[src/rtl/program_loader.sv]
// Byte-serial program loader: receives a little-endian word count followed by
// that many little-endian 32-bit words and writes them into an instruction RAM.
module program_loader #(
  parameter int ADDR_W = 10,
  parameter int DEPTH  = 1024
) (
  input  logic              clk,
  input  logic              rst,
  input  logic              start,
  input  logic              rx_valid,
  input  logic [7:0]        rx_data,
  output logic              we,
  output logic [ADDR_W-1:0] waddr,
  output logic [31:0]       di,
  output logic              busy,
  output logic              done,
  output logic              err,
  output logic [31:0]       nwords
);

  typedef enum logic [2:0] {IDLE, LEN, DATA, DONE, ERR} state_t;

  state_t            state_reg, state_next;
  logic [1:0]        byte_cnt_reg;
  logic [ADDR_W-1:0] word_addr_reg;
  logic [31:0]       asm_reg;
  logic              pending_reg;

  logic              idle_like;
  logic              start_ok;
  logic              last_byte;
  logic              last_word;
  logic [31:0]       len_full;

  assign idle_like = (state_reg == IDLE) || (state_reg == DONE) || (state_reg == ERR);
  assign start_ok  = start && !busy && idle_like;
  assign last_byte = (byte_cnt_reg == 2'd3);
  assign len_full  = {rx_data, nwords[23:0]};
  // The final write pulse is the one issued while the current address is N-1.
  assign last_word = pending_reg && (32'(word_addr_reg) == nwords - 32'd1);

  always_ff @(posedge clk) begin
    if (rst) state_reg <= IDLE;
    else     state_reg <= state_next;
  end

  always_comb begin
    state_next = state_reg;
    case (state_reg)
      IDLE, DONE, ERR: begin
        if (start_ok) state_next = LEN;
      end
      LEN: begin
        if (rx_valid && last_byte) begin
          if (len_full == 32'd0)             state_next = DONE;
          else if (len_full > 32'(DEPTH))    state_next = ERR;
          else                               state_next = DATA;
        end
      end
      DATA: begin
        if (last_word) state_next = DONE;
      end
      default: state_next = IDLE;
    endcase
  end

  always_ff @(posedge clk) begin
    if (rst) begin
      we            <= 1'b0;
      waddr         <= '0;
      di            <= '0;
      busy          <= 1'b0;
      done          <= 1'b0;
      err           <= 1'b0;
      nwords        <= '0;
      byte_cnt_reg  <= '0;
      word_addr_reg <= '0;
      asm_reg       <= '0;
      pending_reg   <= 1'b0;
    end else begin
      we          <= 1'b0;
      pending_reg <= 1'b0;
      case (state_reg)
        IDLE, DONE, ERR: begin
          if (start_ok) begin
            busy          <= 1'b1;
            done          <= 1'b0;
            err           <= 1'b0;
            nwords        <= '0;
            byte_cnt_reg  <= '0;
            word_addr_reg <= '0;
          end else if (state_reg == DONE) begin
            busy <= 1'b0;
            done <= 1'b1;
          end else if (state_reg == ERR) begin
            busy <= 1'b0;
            err  <= 1'b1;
          end
        end
        LEN: begin
          if (rx_valid) begin
            nwords[{byte_cnt_reg, 3'b000} +: 8] <= rx_data;
            byte_cnt_reg <= byte_cnt_reg + 2'd1;
            if (last_byte) word_addr_reg <= '0;
          end
        end
        DATA: begin
          if (rx_valid) begin
            asm_reg[{byte_cnt_reg, 3'b000} +: 8] <= rx_data;
            byte_cnt_reg <= byte_cnt_reg + 2'd1;
            if (last_byte) pending_reg <= 1'b1;
          end
          // Write is issued one cycle after word completion; a new byte may land concurrently.
          if (pending_reg) begin
            we            <= 1'b1;
            waddr         <= word_addr_reg;
            di            <= asm_reg;
            word_addr_reg <= word_addr_reg + 1'b1;
          end
        end
        default: ;
      endcase
    end
  end

endmodule

[config.mk]
export PLATFORM = sky130hd
export DESIGN_NAME = program_loader
export DESIGN_NICKNAME = d
export VERILOG_FILES = /design/src/rtl/program_loader.sv
export SDC_FILE = /design/constraint.sdc
export NUM_CORES = 1
export LEC_CHECK = 0
export BUFFER_PORTS_ARGS = -buffer_cell sky130_fd_sc_hd__buf_2
export CAP_MARGIN = 15
export CORE_UTILIZATION = 40
export CTS_BUF_LIST = sky130_fd_sc_hd__clkbuf_4
export CTS_CLUSTER_SIZE = 8
export DETAILED_ROUTE_END_ITERATION = 8
export PLACE_DENSITY_LB_ADDON = 0.1
export SLEW_MARGIN = 30
export SYNTH_ARGS = -nofsm -noshare
export SYNTH_HDL_FRONTEND = slang
export SYNTH_SLANG_ARGS = --single-unit
export TNS_END_PERCENT = 50
[constraint.sdc]
create_clock -name clk -period 3.9 [get_ports clk]
set_input_delay 0.585 -clock clk [delete_from_list [all_inputs] [get_ports clk]]
set_output_delay 0.585 -clock clk [all_outputs]
set_load 0.01 [all_outputs]
[Word-level counts from Yosys, hierarchy flattened]
Cells that the tools add are included.
Operators by class
  add/sub/neg operators: 4
  magnitude comparators: 1
  equality and inequality tests: 14
  shift operators: 2
  muxes and demuxes: 29
  bitwise gates (word level): 2
  reductions and logical operators: 28
Operators with widths (number)
  bitwise mux 32 bit: 2
  2-to-1 mux 32 bit: 2
  one-hot mux 32 bit (2 select lines): 1
  2-to-1 mux 10 bit: 4
  == test 10 x 32 -> 1 bit: 1
  greater-than comparator 32 x 11 -> 1 bit, second input constant: 1
  logical NOT 32 bit: 1
  variable shift 8 x 7 -> 32 bit, first input constant: 1
  indexed part select 8 x 7 -> 32 bit: 1
  subtractor 32 x 1 -> 32 bit, second input constant: 1
  one-hot mux 10 bit (3 select lines): 1
  2-to-1 mux 3 bit: 5
  inequality test 2 bit, second input constant: 7
  AND reduction 3 bit: 4
  adder 10 x 1 -> 10 bit, second input constant: 1
  2-to-1 mux 1 bit: 10
  one-hot mux 3 bit (3 select lines): 1
  AND reduction 2 bit: 4
  nonzero test 2 bit: 4
  negation 5 -> 7 bit: 1
  == test 3 x 2 -> 1 bit, second input constant: 2
  nonzero test 3 bit: 2
  OR reduction 3 bit: 2
  AND reduction 5 bit: 1
  13 further kinds: 20
Storage, ports and cells
  bits in registers: 126

[Longest topological paths before layout]
  depth after elaboration: 6
  mapped depth: 9
  mapped depth without buffers: 9

[Least setup slack after synthesis]
OpenSTA, ideal clock, no wires.
  path kind: register to register
  start point: register nwords[0]
  end point: register state_reg[2]
  arrival: 2.369 ns
  data required time: 3.776 ns
  slack: 1.407 ns
  cell stages (with the launch flop): 10
  buffers on the path: 0
  period minus slack after synthesis: 2.493 ns
  cell sequence: dfxtp_1 -> inv_1 -> ha_1 -> or4b_4 -> or4b_1 -> nand2_1 -> a31oi_1 -> a2111oi_2 -> a21oi_1 -> mux2i_1
On the way
  longest elaborated chain between the ends: 5
Ends and longest elaborated chain
  from (decl): line 18  | output logic [31:0] nwords
  from (signal, indexed assignment): line 102  | nwords[{byte_cnt_reg, 3'b000} +: 8] <= rx_data;
  subtractor 32 x 1 -> 32 bit or greater-than comparator 32 x 11 -> 1 bit (tied branches): line 40, 56
  == test 10 x 32 -> 1 bit or 2-to-1 mux 3 bit (tied branches): line 40, 56
  logical AND 1 bit or 2-to-1 mux 3 bit (tied branches): line 40, 55
  inequality test 2 bit (no line) or 2-to-1 mux 3 bit (tied branches)
  AND reduction 3 bit (no line) or one-hot mux 3 bit (3 select lines) (tied branches)
  to (signal assigned): line 44  | else state_reg <= state_next;
  to (decl): line 23  | state_t state_reg, state_next;
Several ways; a longest one is shown, not always the timed one. The select of a mux whose other input is x is not followed.
A chain may end at the register's enable or synchronous reset.

[Final worst setup path]
Ends and elaborated chain as after synthesis.

==> impl_metrics.tcl <==
set metrics [dict create \
    grt.total_usage_pct 21.56 \
    utilization_pct 47.63 \
    grt_pass1_wl_um 24000 \
    drv_slew 0 \
    arrival_ns 3.10 \
    leakage_uw 0.002463 \
    required_ns 4.34 \
    ys_ff_latch 126 \
    worst-path-max-fanout 7 \
    drc 0 \
    die_h_um 118.9 \
    period_share_pct 68.21 \
    grt_remaining_overflow 0 \
    ys_seq_area_share_pct 46.16 \
    synth_edf_count 0 \
    peakVddDrop_uv 245.5 \
    io_pins 90 \
    finalInstanceArea_mm2 0.006332 \
    holdCritPathClass "in2reg" \
    path_class "reg2reg" \
    crit_chain "inv_1, ha_1, or4b_4, or4b_1, nand2_1, a31oi_1, a2111oi_2, a21oi_1, mux2i_1" \
    cts_hold_buf 0 \
    async_flop_share_pct 0 \
    area_growth_pct 15.89 \
    wl_per_cell_um 15.61 \
    final_common_cell "nand2_1" \
    max_cap_violations 0 \
    start_kind "register" \
    total_power_uw 3127 \
    status "finished clean" \
    vias 5121 \
    period_minus_slack_ns 2.660 \
    row_count 42 \
    fin_setup_tns_ns 0 \
    synth.distinct_cells 60 \
    clock.fmax_mhz 375.9 \
    fin_nets 789 \
    gp_congestion 0.8965 \
    cp-end-kind "register" \
    rsz0062_at_grt "no" \
    clock_sinks 126 \
    ys_warn_count 0 \
    htree_levels 4 \
    grt_pass1_vias 4649 \
    crit_slowest_cell "or4b_4" \
    fin_ws_ns 1.240 \
    core_area_mm2 0.01330 \
    drive_gt1_share_pct 17.75 \
    clkSlewWorstSetupHoldPaths_ns 0.12 \
    syn_avg_cell_area_um2 7.896 \
    fp.dieW_um 118.9 \
    pre_cts_ws_ns 1.224 \
    dpl.hpwl_um 10640 \
    cts_setup_buffers 0 \
    ys.flop_type "dfxtp_1" \
    hold_violations 0 \
    cts_buffers 17 \
    dpl-instance-area_mm2 0.006008 \
    io_buffers 89 \
    relSlewSlack_pct 34.96 \
    dr.first_iter.drc_count 390 \
    cts_resized 0 \
    clk_latency_ns 0.54 \
    dieArea_mm2 0.01413 \
    dr.pass1.iters 4 \
    synthCells 692 \
    skew_ns 0.01701 \
    layout_common_cells "nand2_1 (168), dfxtp_1 (126), a21oi_1 (93)" \
    clock-root-buffer "clkbuf_4" \
    syn_area_mm2 0.005464 \
    synth.net_count 711 \
    postRouteAntennaNets 0 \
    cts_tree "yes" \
    wl_um 14970 \
    start_util_pct 41.10 \
    p_per_area_mw_per_mm2 493.7 \
    setup_viol 0 \
    antenna_found_initial 0 \
    via_per_inst 5.340 \
    max_stage_delay_ns 0.53 \
    grt_max_degree 57 \
    antennaDiodeCount 0 \
    cts_buffer_depth 2 \
    worst-slew-pin-transition_ns 0.9681 \
]
where the power goes:
part | switching [uW] | total [uW] | internal, uW | leakage (uW)
logic | 487 | 752 | 265 | 0.00130
registers | 87.8 | 1420 | 1330 | 0.00102
clock network | 516 | 957 | 442 | 0.000151
logic make-up (layout without fill, tap and decap cells):
group           count (synthesis)  count (layout)  share of synthesized area, %
compound gates                148             148                         15.23
xor+xnor                       19              19                         3.046
fa+ha+maj                       7               7                         1.603
buf+inv                        45             136                         3.595
flops                         126             126                         46.16
mux                             4               4                        0.7557
simple gates                  343             343                         29.61
stage by stage:
step / cells / hold slack, ns
detailed placement: 926 / 0.4447
global placement: 926 / 0.4416
finish: 959 / 0.3930
CTS: 958 / 0.3532
floorplan: 692 / 0.4321
global route: 959 / 0.3620
layout make-up:
class,count,area [um^2]
fillers,1373,6963
clock buffers,17,127.6
clock inverters,15,168.9
well taps,176,220.2
repair buffers,96,518.0
multi-input cells,521,2745
flip-flops and latches,126,2522
inverters,8,30.03
cells in the mapped netlist, drive strengths merged, types with 8 or more instances:
cell	count	area, um^2
nor3	14	70.07
nand3	49	245.2
dfxtp	126	2522
o21ai	27	135.1
inv	8	30.03
clkbuf	34	138.9
nand2b	12	75.07
xor2	8	70.07
nor2	37	141.4
nand2	168	630.6
a21oi	93	465.5
and3	10	62.56
xnor2	11	96.34
nor4	9	62.56
final timing paths:
| path | from | end | slack, ns | cells after the start |
|---|---|---|---|---|
| hold reg to reg | di[23] | di[23] | 0.46 | 2 |
| setup / recovery | nwords[0] | state_reg[2] | 1.24 | 9 |
| setup reg to reg | nwords[0] | state_reg[2] | 1.24 | 9 |
| hold / removal | rx_data[0] | asm_reg[16] | 0.39 | 3 |
layer usage:
layer / vias up / track usage (%) / wire length (um)
li1: 2547 / - / -
met1: 2415 / 30.21 / 7342
met2: 141 / 32.71 / 6692
met3: 18 / 4.454 / 727
met4: 0 / 7.595 / 208
met5: - / 0 / 0
critical path, delay by kind of cell, from the launching register on:
family          cells  cell delay [ns]
compound gates      3             0.57
fa+ha+maj           1             0.29
buf+inv             1             0.08
flops               1             0.39
mux                 1             0.13
simple gates        3             1.12
(Power assumes the default switching activity.)
